`config.mk`:
```
export PLATFORM = sky130hd
export DESIGN_NAME = pixl2sym_loop_sequencer
export DESIGN_NICKNAME = d
export VERILOG_FILES = /design/src/rtl/pixl2sym_ctrl_pkg.sv /design/src/rtl/pixl2sym_stall_wdog.sv /design/src/rtl/pixl2sym_loop_sequencer.sv
export SDC_FILE = /design/constraint.sdc
export NUM_CORES = 1
export LEC_CHECK = 0
export ABC_AREA = 1
export CAP_MARGIN = 20
export CELL_PAD_IN_SITES_DETAIL_PLACEMENT = 0
export CELL_PAD_IN_SITES_GLOBAL_PLACEMENT = 1
export CORE_UTILIZATION = 35
export CTS_CLUSTER_SIZE = 10
export DETAILED_ROUTE_END_ITERATION = 10
export PLACE_DENSITY_LB_ADDON = 0.1
export SYNTH_ARGS = -nofsm -noshare
export SYNTH_HDL_FRONTEND = slang
export SYNTH_SLANG_ARGS = --single-unit
export TNS_END_PERCENT = 100
```
`constraint.sdc`:
```
create_clock -name ap_clk -period 2.6 [get_ports ap_clk]
set_clock_uncertainty 0.1 [all_clocks]
set_input_delay 0.78 -clock ap_clk [delete_from_list [all_inputs] [get_ports ap_clk]]
set_output_delay 0.78 -clock ap_clk [all_outputs]
set_load 0.05 [all_outputs]
```
`src/rtl/pixl2sym_ctrl_pkg.sv`:
```
// Shared definitions for the pixel-to-symbol kernel control slice.
//   - seq_state_e  : top sequencer FSM states
//   - TRIP_W_DEF / WDOG_W_DEF : default widths for trip counts and watchdog
//   - STG*_IN/OUT  : stall_src encodings, {stage, stream}
//   - stall_code() : maps a stage index and its blocked bits to a stall_src code
package pixl2sym_ctrl_pkg;

  localparam int TRIP_W_DEF = 16;
  localparam int WDOG_W_DEF = 20;

  typedef enum logic [2:0] {
    ST_IDLE   = 3'd0,
    ST_START0 = 3'd1,
    ST_WAIT0  = 3'd2,
    ST_START1 = 3'd3,
    ST_WAIT1  = 3'd4,
    ST_DONE   = 3'd5
  } seq_state_e;

  localparam logic [1:0] STG0_IN  = 2'd0;
  localparam logic [1:0] STG0_OUT = 2'd1;
  localparam logic [1:0] STG1_IN  = 2'd2;
  localparam logic [1:0] STG1_OUT = 2'd3;

  // Lowest set blocked bit wins: data_in (bit0) is reported ahead of data_out.
  function automatic logic [1:0] stall_code(input logic stage, input logic [1:0] blk);
    logic [1:0] code;
    if (stage) code = blk[0] ? STG1_IN : STG1_OUT;
    else       code = blk[0] ? STG0_IN : STG0_OUT;
    return code;
  endfunction

endpackage

```
`src/rtl/pixl2sym_stall_wdog.sv`:
```
// Stall watchdog for the active loop stage.
// Ports:
//   clk, rst_n   : clock, asynchronous active-low reset
//   blocked[1:0] : active stage's blocked bits, already forced to 0 when no
//                  stage is active or the active stage reports idle
//   stage        : active stage index (0 = pixel unpack, 1 = symbol emit)
//   cnt_clr      : clear the consecutive-blocked counter (state change)
//   arm_clr      : new run accepted; clear counter, sticky flag and source
//   stall_flag   : sticky alarm, registered
//   stall_src    : {stage, stream} captured when the alarm rose, registered
module pixl2sym_stall_wdog
  import pixl2sym_ctrl_pkg::*;
#(
  parameter int WDOG_W     = WDOG_W_DEF,
  parameter int WDOG_LIMIT = (2**20) - 1
) (
  input  logic       clk,
  input  logic       rst_n,
  input  logic [1:0] blocked,
  input  logic       stage,
  input  logic       cnt_clr,
  input  logic       arm_clr,
  output logic       stall_flag,
  output logic [1:0] stall_src
);

  localparam logic [WDOG_W-1:0] LIMIT_C = WDOG_W'(WDOG_LIMIT);

  logic [WDOG_W-1:0] cnt_q, cnt_d;
  logic              flag_q, flag_d;
  logic [1:0]        src_q, src_d;

  always_comb begin
    cnt_d  = cnt_q;
    flag_d = flag_q;
    src_d  = src_q;
    if (arm_clr) begin
      cnt_d  = '0;
      flag_d = 1'b0;
      src_d  = '0;
    end else begin
      if (cnt_clr || (blocked == 2'b00)) begin
        cnt_d = '0;
      end else if (cnt_q != LIMIT_C) begin
        cnt_d = cnt_q + 1'b1;
      end
      // The flag rises on the same edge the counter reaches the limit, so it
      // is visible exactly WDOG_LIMIT cycles after the first blocked cycle.
      // cnt_d can only equal the limit while blocked is non-zero.
      if (!flag_q && (cnt_d == LIMIT_C)) begin
        flag_d = 1'b1;
        src_d  = stall_code(stage, blocked);
      end
    end
  end

  always_ff @(posedge clk or negedge rst_n) begin
    if (!rst_n) begin
      cnt_q  <= '0;
      flag_q <= 1'b0;
      src_q  <= '0;
    end else begin
      cnt_q  <= cnt_d;
      flag_q <= flag_d;
      src_q  <= src_d;
    end
  end

  assign stall_flag = flag_q;
  assign stall_src  = src_q;

endmodule

```
`src/rtl/pixl2sym_loop_sequencer.sv`:
```
// Top-level control for the pixel-to-symbol kernel. Runs stage 0 (pixel
// unpack) then stage 1 (symbol emit), handing each its latched trip count,
// and watches the active stage's stream-blocked flags for stalls.
// Ports:
//   ap_clk, ap_rst_n            : clock, asynchronous active-low reset
//   ap_start/ap_done/ap_ready/ap_idle : block-level ap_ctrl_hs control
//   cfg_n_pix, cfg_n_sym        : trip counts, latched when a run is accepted
//   grpN_ap_start/ready/done/idle : ap_ctrl_hs to loop stage N
//   grpN_trip                   : latched trip count for stage N
//   grpN_blk                    : stage N blocked flags {data_out, data_in}
//   stall_flag, stall_src       : sticky stall alarm and its source
//   dbg_state                   : current sequencer state (seq_state_e encoding)
// All outputs come straight from flops.
//
// Handshake: a stage start request is raised in START* and held until a
// clock edge sees the stage's ap_ready high; the stage's ap_done is a
// one-cycle pulse that may coincide with ap_ready. A done pulse from a stage
// that is not currently being run is ignored. Towards the host, ap_start is
// sampled only in IDLE, and ap_done/ap_ready pulse together for one cycle.
module pixl2sym_loop_sequencer
  import pixl2sym_ctrl_pkg::*;
#(
  parameter int TRIP_W     = TRIP_W_DEF,
  parameter int WDOG_W     = WDOG_W_DEF,
  parameter int WDOG_LIMIT = (2**20) - 1
) (
  input  logic              ap_clk,
  input  logic              ap_rst_n,
  input  logic              ap_start,
  output logic              ap_done,
  output logic              ap_ready,
  output logic              ap_idle,
  input  logic [TRIP_W-1:0] cfg_n_pix,
  input  logic [TRIP_W-1:0] cfg_n_sym,
  output logic              grp0_ap_start,
  input  logic              grp0_ap_ready,
  input  logic              grp0_ap_done,
  input  logic              grp0_ap_idle,
  output logic [TRIP_W-1:0] grp0_trip,
  input  logic [1:0]        grp0_blk,
  output logic              grp1_ap_start,
  input  logic              grp1_ap_ready,
  input  logic              grp1_ap_done,
  input  logic              grp1_ap_idle,
  output logic [TRIP_W-1:0] grp1_trip,
  input  logic [1:0]        grp1_blk,
  output logic              stall_flag,
  output logic [1:0]        stall_src,
  output logic [2:0]        dbg_state
);

  seq_state_e        state_q, state_d;
  seq_state_e        after0;
  logic [TRIP_W-1:0] trip0_q, trip0_d;
  logic [TRIP_W-1:0] trip1_q, trip1_d;
  logic              ap_done_q, ap_done_d;
  logic              ap_idle_q, ap_idle_d;
  logic              g0_start_q, g0_start_d;
  logic              g1_start_q, g1_start_d;
  logic              start_acc;

  // Stage 1 is skipped entirely when its trip count is zero.
  assign after0 = (trip1_q != '0) ? ST_START1 : ST_DONE;

  always_comb begin
    state_d   = state_q;
    trip0_d   = trip0_q;
    trip1_d   = trip1_q;
    start_acc = 1'b0;
    case (state_q)
      ST_IDLE: begin
        if (ap_start) begin
          start_acc = 1'b1;
          trip0_d   = cfg_n_pix;
          trip1_d   = cfg_n_sym;
          if (cfg_n_pix != '0)      state_d = ST_START0;
          else if (cfg_n_sym != '0) state_d = ST_START1;
          else                      state_d = ST_DONE;
        end
      end
      ST_START0: begin
        if (grp0_ap_ready) state_d = grp0_ap_done ? after0 : ST_WAIT0;
      end
      ST_WAIT0: begin
        if (grp0_ap_done) state_d = after0;
      end
      ST_START1: begin
        if (grp1_ap_ready) state_d = grp1_ap_done ? ST_DONE : ST_WAIT1;
      end
      ST_WAIT1: begin
        if (grp1_ap_done) state_d = ST_DONE;
      end
      ST_DONE: begin
        state_d = ST_IDLE;
      end
      default: begin
        state_d = ST_IDLE;
      end
    endcase

    // Outputs are decoded from the next state so they can be registered
    // without adding a cycle of latency.
    ap_done_d  = (state_d == ST_DONE);
    ap_idle_d  = (state_d == ST_IDLE);
    g0_start_d = (state_d == ST_START0);
    g1_start_d = (state_d == ST_START1);
  end

  always_ff @(posedge ap_clk or negedge ap_rst_n) begin
    if (!ap_rst_n) begin
      state_q    <= ST_IDLE;
      trip0_q    <= '0;
      trip1_q    <= '0;
      ap_done_q  <= 1'b0;
      ap_idle_q  <= 1'b1;
      g0_start_q <= 1'b0;
      g1_start_q <= 1'b0;
    end else begin
      state_q    <= state_d;
      trip0_q    <= trip0_d;
      trip1_q    <= trip1_d;
      ap_done_q  <= ap_done_d;
      ap_idle_q  <= ap_idle_d;
      g0_start_q <= g0_start_d;
      g1_start_q <= g1_start_d;
    end
  end

  // Watchdog feed: only the stage currently being run counts, and only while
  // it reports itself busy.
  logic       stage_sel;
  logic       stage_act;
  logic [1:0] blk_act;
  logic       idle_act;
  logic [1:0] wdog_blocked;

  assign stage_sel    = (state_q == ST_START1) || (state_q == ST_WAIT1);
  assign stage_act    = stage_sel || (state_q == ST_START0) || (state_q == ST_WAIT0);
  assign blk_act      = stage_sel ? grp1_blk : grp0_blk;
  assign idle_act     = stage_sel ? grp1_ap_idle : grp0_ap_idle;
  assign wdog_blocked = (stage_act && !idle_act) ? blk_act : 2'b00;

  pixl2sym_stall_wdog #(
    .WDOG_W     (WDOG_W),
    .WDOG_LIMIT (WDOG_LIMIT)
  ) u_wdog (
    .clk        (ap_clk),
    .rst_n      (ap_rst_n),
    .blocked    (wdog_blocked),
    .stage      (stage_sel),
    .cnt_clr    (state_d != state_q),
    .arm_clr    (start_acc),
    .stall_flag (stall_flag),
    .stall_src  (stall_src)
  );

  assign ap_done       = ap_done_q;
  assign ap_ready      = ap_done_q;
  assign ap_idle       = ap_idle_q;
  assign grp0_ap_start = g0_start_q;
  assign grp1_ap_start = g1_start_q;
  assign grp0_trip     = trip0_q;
  assign grp1_trip     = trip1_q;
  assign dbg_state     = state_q;

endmodule

```
[After elaboration in Yosys (flattened, before gate mapping)]
Index checks and enable logic that the tools add are counted.
Word-level totals
  register bits after elaboration: 62
  input bits: 45
  word-level logic and storage cells: 64
Cells by class
  add/sub/neg operators: 1
  equal/unequal tests: 10
  multiplexer cells: 27
  reduce and logical (&&, ||, !) cells: 16
Operators by type and width (count)
  2-to-1 mux 20 bit: 4
  nonzero test 16 bit: 3
  2-to-1 mux 3 bit: 9
  adder 20 x 1 -> 20 bit, second input constant: 1
  equality test 20 bit, second input constant: 1
  != test 20 bit, second input constant: 1
  case mux 3 bit (5 select lines): 1
  2-to-1 mux 2 bit: 5
  equality test 3 x 2 -> 1 bit, second input constant: 3
  2-to-1 mux 1 bit: 8
  equality test 3 x 1 -> 1 bit, second input constant: 2
  equality test 3 bit, second input constant: 2
  zero test 3 bit: 2
  logical OR 1 bit: 4
  != test 3 bit: 1
  logical AND 1 bit: 2
  zero test 1 bit: 2
  zero test 2 bit: 1
  AND reduction 2 bit: 1
  nonzero test 2 bit: 1

[Logic depth before layout (Yosys ltp)]
Gate-level depths: netlist of run 1.
  depth in word-level cells: 14
  gate-level depth with buffers: 16
  gate-level depth less buffers: 16

[By module]
From an unflattened synthesis of run 1, not the netlist that was laid out.
Unflattened totals
  cells, all modules: 505
  area total of the unflattened synthesis: 3634.7 sq um
By module, submodules not included
  pixl2sym_loop_sequencer: times used 1, cells an instance 247, area an instance 1888.1 sq um, sequential area each 977.2 sq um
  pixl2sym_stall_wdog: times used 1, cells an instance 258, area an instance 1746.7 sq um, sequential area each 575.6 sq um

[Worst setup path before layout of run 1]
Ideal clock, no wire load.
  path kind: register to register
  from: register state_q[1], in the netlist dbg_state[1]
  to: register u_wdog.cnt_q[4]
  data arrival time: 1.950 ns
  setup slack: 0.405 ns
  stages on the path, launching flop included: 13
  period minus slack after synthesis: 2.195 ns
  path through: dfrtp_1 -> nor2_2 -> nand3_4 -> inv_2 -> nand3_2 -> nand2b_1 -> nand3_1 -> nand2_1 -> nand2_1 -> nor2_4 -> inv_2 -> buf_4 -> a21oi_1
On the way
  elaborated cells between the ends (all ways): 26
RTL lines
  from (decl): line pixl2sym_loop_sequencer.sv:52  | seq_state_e state_q, state_d;
  from (signal assigned): line pixl2sym_loop_sequencer.sv:119  | state_q <= state_d;
  equality test 3 bit, or another cell as far along: line pixl2sym_loop_sequencer.sv:70  | case (state_q)
  case mux 3 bit (5 select lines) *: line pixl2sym_loop_sequencer.sv:70
  net state_d[1]: line pixl2sym_loop_sequencer.sv:52
  != test 3 bit *: line pixl2sym_loop_sequencer.sv:151  | .cnt_clr (state_d != state_q),
  logical OR 1 bit *: line pixl2sym_stall_wdog.sv:42  | if (cnt_clr || (blocked == 2'b00)) begin
  2-to-1 mux 20 bit *: line pixl2sym_stall_wdog.sv:42
  2-to-1 mux 20 bit * (2 in a row): line pixl2sym_stall_wdog.sv:37  | if (arm_clr) begin
  net u_wdog.cnt_d[4]: line pixl2sym_stall_wdog.sv:29  | logic [WDOG_W-1:0] cnt_q, cnt_d;
  to (signal assigned): line pixl2sym_stall_wdog.sv:63  | cnt_q <= cnt_d;
  to (decl): line pixl2sym_stall_wdog.sv:29
The timed path passes the listed nets; every way through them passes the cells marked *. The select of a mux whose other input is x is not followed.
A chain may end at the register's enable or synchronous reset.

[Worst setup path after layout of run 1]
  from: register state_q[2], in the netlist dbg_state[2]
  to: output dbg_state[2]
RTL lines
  to (decl): line pixl2sym_loop_sequencer.sv:49  | output logic [2:0] dbg_state
No word-level cell between the ends.

==> flow_summary.toml, run 1 <==
[outcome]
status = "finished clean"

[synth]
avgSynthCellArea_um2 = 7.314
synth_ff_type = "dfrtp_1"
synthArstFlopShare_pct = 100.0
ys_ff_latch = 62
synth_edf_count = 0
yosysWarnings = 0
synth_common_cells = "nand2_1, inv_1, nor2_1, dfrtp_1"
synth_top_cell_area_share_pct = 43.57
synth-seq-area-share_pct = 44.32
synth_area_um2 = 3503
synth_nets = 525
ys_types = 29
synth_most_common_cell = "nand2_1"
synth_cells = 479
synthTopCellsByArea = "dfrtp_1, nand2_1, inv_1"
yosys.area.top_type = "dfrtp_1"

[placed_design]
postPlaceCellArea_um2 = 4659
io_buffer_count = 87
place_congestion = 0.8620
dp_hpwl_um = 7118
pre_cts_slack_ps = -215.5

[sta]
setup_viol = 0
worst_slack_ps = 84.69
finalCritPeriodShare_pct = 96.74
worstMarginPinSlew_ps = 536.6
finalSetupTns_ps = 0
fin_crit_ps = 2515
rsz0062_at_grt = "false"
slew_headroom_pct = 64.12
hold_viol = 0
slew_viol_final = 0
fmax_mhz = 397.6

[grt]
grt_pass1_wl_um = 15320
gr-usage-all-layers_pct = 19.41
grt_max_degree = 63
overflow = 0
antenna_found_initial = 0
first_global_vias = 3339

[critical_path]
crit_arrival_ps = 1640
cp_slowest_cell = "clkdlybuf4s50_1"
path_max_fanout = 6
max_stage_delay_ps = 850
critical_path.top_delay_family = "buffers and inverters"
cp_cell_sequence = "clkdlybuf4s50_1"
cp.buffers_inverters = 1
cp.required_ps = 1720
critPathLaunchType = "register"
critical_path_class = "reg -> out"
endpoint_kind = "output port"

[route]
first_pass_iters = 6
wl_per_cell_um = 12.79
vias_per_cell = 4.564
routed_wl_um = 9270
drt_iter0_drc = 72
drcViolationCount = 0
vias = 3309
final_antenna_net_count = 0

[power]
powerDensity_nw_per_um2 = 1021
leakagePower_uw = 0.002295
peakVddDrop_uv = 650.6

[clock_network]
root_buffer = "clkbuf_8"
cts_num_sinks = 62
numCtsBuffers = 9
clockBufferDepth = 2
path_clk_slew_ps = 70
cts_tree = "built"
htree_num_levels = 3
postCtsHoldBufs = 0
clk_latency_ps = 340

[layout]
nets = 634
n_fill_cell = 1016
multi_input_area_um2 = 1600
seq_area_um2 = 1553
antenna_cells = 0
area_delta_synth_final_pct = 39.00
design_area_um2 = 4870
drive_gt1_share_pct = 12.50

[die]
die_x_um = 102.0
dieArea_um2 = 10410
die_y_um = 102.0
rows = 36
pin_count = 88
initial_core_util_pct = 36.01
coreArea_um2 = 9729

[job]
max_cap_viol_count = 0

[min_path]
hp-class = "in -> async"
[worst paths after layout]
kind,from,to,slack [ps],cells after the start
max,dbg_state[2]$_DFF_PN0_,dbg_state[2],80,1
min,ap_rst_n,u_wdog.cnt_q[3]$_DFF_PN0_,350,2
max reg2reg,u_wdog.cnt_q[8]$_DFF_PN0_,u_wdog.stall_src[0]$_DFFE_PN0P_,290,16
min reg2reg,grp0_trip[12]$_DFFE_PN0P_,grp0_trip[12]$_DFFE_PN0P_,380,2
max in group asynchronous,ap_rst_n,ap_idle$_DFF_PN1_,1730,2
min in group ap_clk,grp0_trip[12]$_DFFE_PN0P_,grp0_trip[12]$_DFFE_PN0P_,380,2
[cells in the final DEF, fill, tap and decap left out, types with 3 or more instances in the layout]
cell,count
a31oi_2,7
nand2_1,132
or2_2,3
buf_4,21
dfrtp_1,61
nor2_1,62
xnor2_1,6
nor2_2,7
inv_2,6
clkbuf_8,9
a21oi_1,9
nand3_1,33
clkinv_2,3
inv_1,70
clkdlybuf4s50_1,84
o21ai_0,33
nand4_1,17
nor3_1,3
nand3_2,4
[state kept, by name, indices dropped and copies added (netlist names)]
register           flops
grp1_ap_start          1
grp0_ap_start          1
u_wdog.cnt_q          20
grp1_trip             16
u_wdog.stall_src       2
ap_done                1
grp0_trip             16
u_wdog.stall_flag      1
dbg_state              3
ap_idle                1
[cell type report]
cell class | instances | area share (%)
clock buffer | 10 | 2.621
clock inverter | 5 | 1.542
inverter | 77 | 5.987
multi-input combinational | 329 | 32.86
sequential | 62 | 31.89
tap | 133 | 3.417
timing repair buffer | 109 | 21.69
[timing repair]
item                       4_1_cts  5_1_grt
setup endpoints to repair        0       12
setup buffers                    0        0
gates resized for setup          0        4
[routing by layer]
| layer | global-route usage, % | up-vias | share of wire, % |
|---|---|---|---|
| li1 | - | 1718 | - |
| met1 | 23.14 | 1508 | 44 |
| met2 | 32.47 | 68 | 48 |
| met3 | 5.951 | 15 | 5.5 |
| met4 | 8.242 | 0 | 2.3 |
| met5 | 0 | - | 0 |
[cell families (layout without fill, tap and decap cells)]
| family | Yosys count | after routing | synth area share (%) |
|---|---|---|---|
| simple gates | 271 | 271 | 34.75 |
| buf+inv | 88 | 201 | 10.07 |
| flops | 62 | 62 | 44.32 |
| compound gates | 50 | 50 | 8.750 |
| xor+xnor | 7 | 7 | 1.750 |
| fa+ha+maj | 1 | 1 | 0.3571 |
[power by group]
group | leakage [uW] | internal [uW] | total (uW) | switching (uW)
registers | 0.000809 | 1260 | 1460 | 206
logic | 0.00138 | 851 | 2600 | 1750
clock network | 0.000106 | 530 | 904 | 375
total | 0.00230 | 2640 | 4970 | 2330
[metrics by stage]
stage / std cells / hold WS, ps / total power [uW] / utilization (%)
global route: 725 / 375.8 / 5273 / 50.05
CTS: 725 / 352.6 / 5029 / 49.97
detailed placement: 710 / 364.3 / 4094 / 47.89
global placement: 710 / 364.7 / 4093 / 47.89
finish: 725 / 347.2 / 4970 / 50.05
floorplan: 479 / 384.4 / 3175 / -
No activity file was read; power rests on OpenSTA's default activity.
==> run 2: changes to the inputs <==
--- a/config.mk
+++ b/config.mk
@@ -13,6 +13,7 @@
 export CTS_CLUSTER_SIZE = 10
 export DETAILED_ROUTE_END_ITERATION = 10
 export PLACE_DENSITY_LB_ADDON = 0.1
+export SLEW_MARGIN = 20
 export SYNTH_ARGS = -nofsm -noshare
 export SYNTH_HDL_FRONTEND = slang
 export SYNTH_SLANG_ARGS = --single-unit
==> results of run 2 <==
No change in the layout: final DEF, timing and power equal those of run 1.
==> run 3: changes to the inputs <==
--- a/config.mk
+++ b/config.mk
@@ -9,6 +9,7 @@
 export CAP_MARGIN = 20
 export CELL_PAD_IN_SITES_DETAIL_PLACEMENT = 0
 export CELL_PAD_IN_SITES_GLOBAL_PLACEMENT = 1
+export CORE_MARGIN = 3
 export CORE_UTILIZATION = 35
 export CTS_CLUSTER_SIZE = 10
 export DETAILED_ROUTE_END_ITERATION = 10
==> run 3 against run 2 <==
  * Design area did not move
  * Clock-buffer cell count up 2
  * Maximum frequency is 0.12% higher
  * First-iteration DRC count grew 43%
  * Critical path depth unchanged
==> flow_summary.toml, run 3 (synthesis results as in run 1) <==
[clock_network]
htree_num_levels = 3
clockBufferDepth = 2
cts_num_sinks = 62
numCtsBuffers = 9
cts_tree = "built"
path_clk_slew_ps = 70
postCtsHoldBufs = 0
root_buffer = "clkbuf_8"
clk_latency_ps = 320

[critical_path]
cp.required_ps = 1720
endpoint_kind = "output port"
critical_path.top_delay_family = "buffers and inverters"
critPathLaunchType = "register"
max_stage_delay_ps = 850
crit_arrival_ps = 1630
cp_slowest_cell = "clkdlybuf4s50_1"
path_max_fanout = 6
critical_path_class = "reg -> out"
cp.buffers_inverters = 1
cp_cell_sequence = "clkdlybuf4s50_1"

[sta]
finalCritPeriodShare_pct = 96.63
slew_viol_final = 0
fmax_mhz = 398.0
hold_viol = 0
worstMarginPinSlew_ps = 537.2
slew_headroom_pct = 64.08
setup_viol = 0
fin_crit_ps = 2512
rsz0062_at_grt = "false"
worst_slack_ps = 87.63

[power]
swShare_pct = 48.22
powerDensity_nw_per_um2 = 1006
seq_power_share_pct = 30.0
comb_power_share_pct = 54.8
netSwitchingPower_uw = 2363
peakVddDrop_uv = 738.6
clockPowerShare_pct = 15.2
leakagePower_uw = 0.002303
total_power_uw = 4901
internal-power_uw = 2537

[layout]
stdcell_count = 727
layout_common_cells = "nand2_1, clkdlybuf4s50_1, inv_1"
seq_area_um2 = 1553
largest_reg_flops = 20
drive_gt1_share_pct = 12.88
layout_commonest_cell = "nand2_1"
area_delta_synth_final_pct = 39.00
nets = 639
design_area_um2 = 4870
max_flop_register = "u_wdog.cnt_q"
n_fill_cell = 962
antenna_cells = 0
fin_util_pct = 51.24
multi_input_area_um2 = 1603

[die]
dieArea_um2 = 11250
pin_count = 88
die_x_um = 106.0
die_y_um = 106.0
coreArea_um2 = 9503
initial_core_util_pct = 36.87
rows = 35

[grt]
grt_pass1_wl_um = 16010
overflow = 0
first_global_vias = 3340
grt_max_degree = 63
antenna_found_initial = 0
gr-usage-all-layers_pct = 17.58

[route]
wl_per_cell_um = 12.96
first_pass_iters = 6
drt_iter0_drc = 103
final_antenna_net_count = 0
vias_per_cell = 4.624
vias = 3362
drcViolationCount = 0
routed_wl_um = 9420

[placed_design]
postPlaceCellArea_um2 = 4687
dp_hpwl_um = 7296
pre_cts_slack_ps = -132.5
place_inst = 710
io_buffer_count = 87
place_congestion = 0.8751

[job]
max_cap_viol_count = 0

[outcome]
status = "finished clean"

[min_path]
hp-class = "in -> async"
## run 3: routing by layer
| metal | vias up | global-route usage [%] | part of all wire [%] |
|---|---|---|---|
| met5 | - | 0 | 0 |
| met3 | 6 | 5.464 | 6.2 |
| met4 | 0 | 4.348 | 0.94 |
| met1 | 1555 | 22.44 | 45 |
| met2 | 67 | 29.10 | 48 |
| li1 | 1734 | - | - |
## run 3: worst register-to-register path: stages (launching register included)
cell and delay [ps]:
dfrtp_1 410, nand2_1 120, nor2_2 140, nand2_1 140, inv_2 100, nand3_4 220
nand3_1 200, nand3_1 110, nor2_1 170, nand4_1 130, nor2_1 180, nand4_1 100
nand2_1 80, nor2_1 40
## run 3: area by class of cell
cell class / count / area share, %
flip-flops and latches: 62 / 31.89
clock inverters: 4 / 0.4625
multi-input cells: 329 / 32.91
repair buffers: 114 / 22.51
inverters: 77 / 5.935
clock buffers: 12 / 2.980
well taps: 129 / 3.314
## run 3: metrics by stage
stage / hold WS [ps] / setup TNS, ps
floorplan: 384.4 / 0
finish: 337.5 / 0
global placement: 363.7 / -922.4
global route: 360.5 / 0
CTS: 360.9 / 0
detailed placement: 369.8 / -2289
## run 3: final timing paths
path / startpoint / to / slack [ps] / cells after the start
setup reg to reg: u_wdog.cnt_q[9]$_DFF_PN0_ / u_wdog.stall_src[0]$_DFFE_PN0P_ / 250 / 13
hold / removal: ap_rst_n / u_wdog.cnt_q[11]$_DFF_PN0_ / 340 / 2
hold reg to reg: grp0_trip[0]$_DFFE_PN0P_ / grp0_trip[0]$_DFFE_PN0P_ / 380 / 2
max in group asynchronous: ap_rst_n / ap_idle$_DFF_PN1_ / 1720 / 2
min in group ap_clk: grp0_trip[0]$_DFFE_PN0P_ / grp0_trip[0]$_DFFE_PN0P_ / 380 / 2
setup / recovery: dbg_state[1]$_DFF_PN0_ / dbg_state[1] / 90 / 1
## run 3: what timing repair did
action                     CTS  global route
setup endpoints to repair    0             4
setup buffers                0             1
resized for setup            0             2
## run 3: power by group through the flow
stage / Combinational, uW / Sequential [uW] / Clock (uW)
final: 2690 / 1470 / 744
after global routing: 2900 / 1520 / 819
after CTS: 2710 / 1470 / 769
after detailed placement: 2700 / 1480 / 0
after global placement: 2690 / 1480 / 0
after floorplan: 760 / 2410 / 0
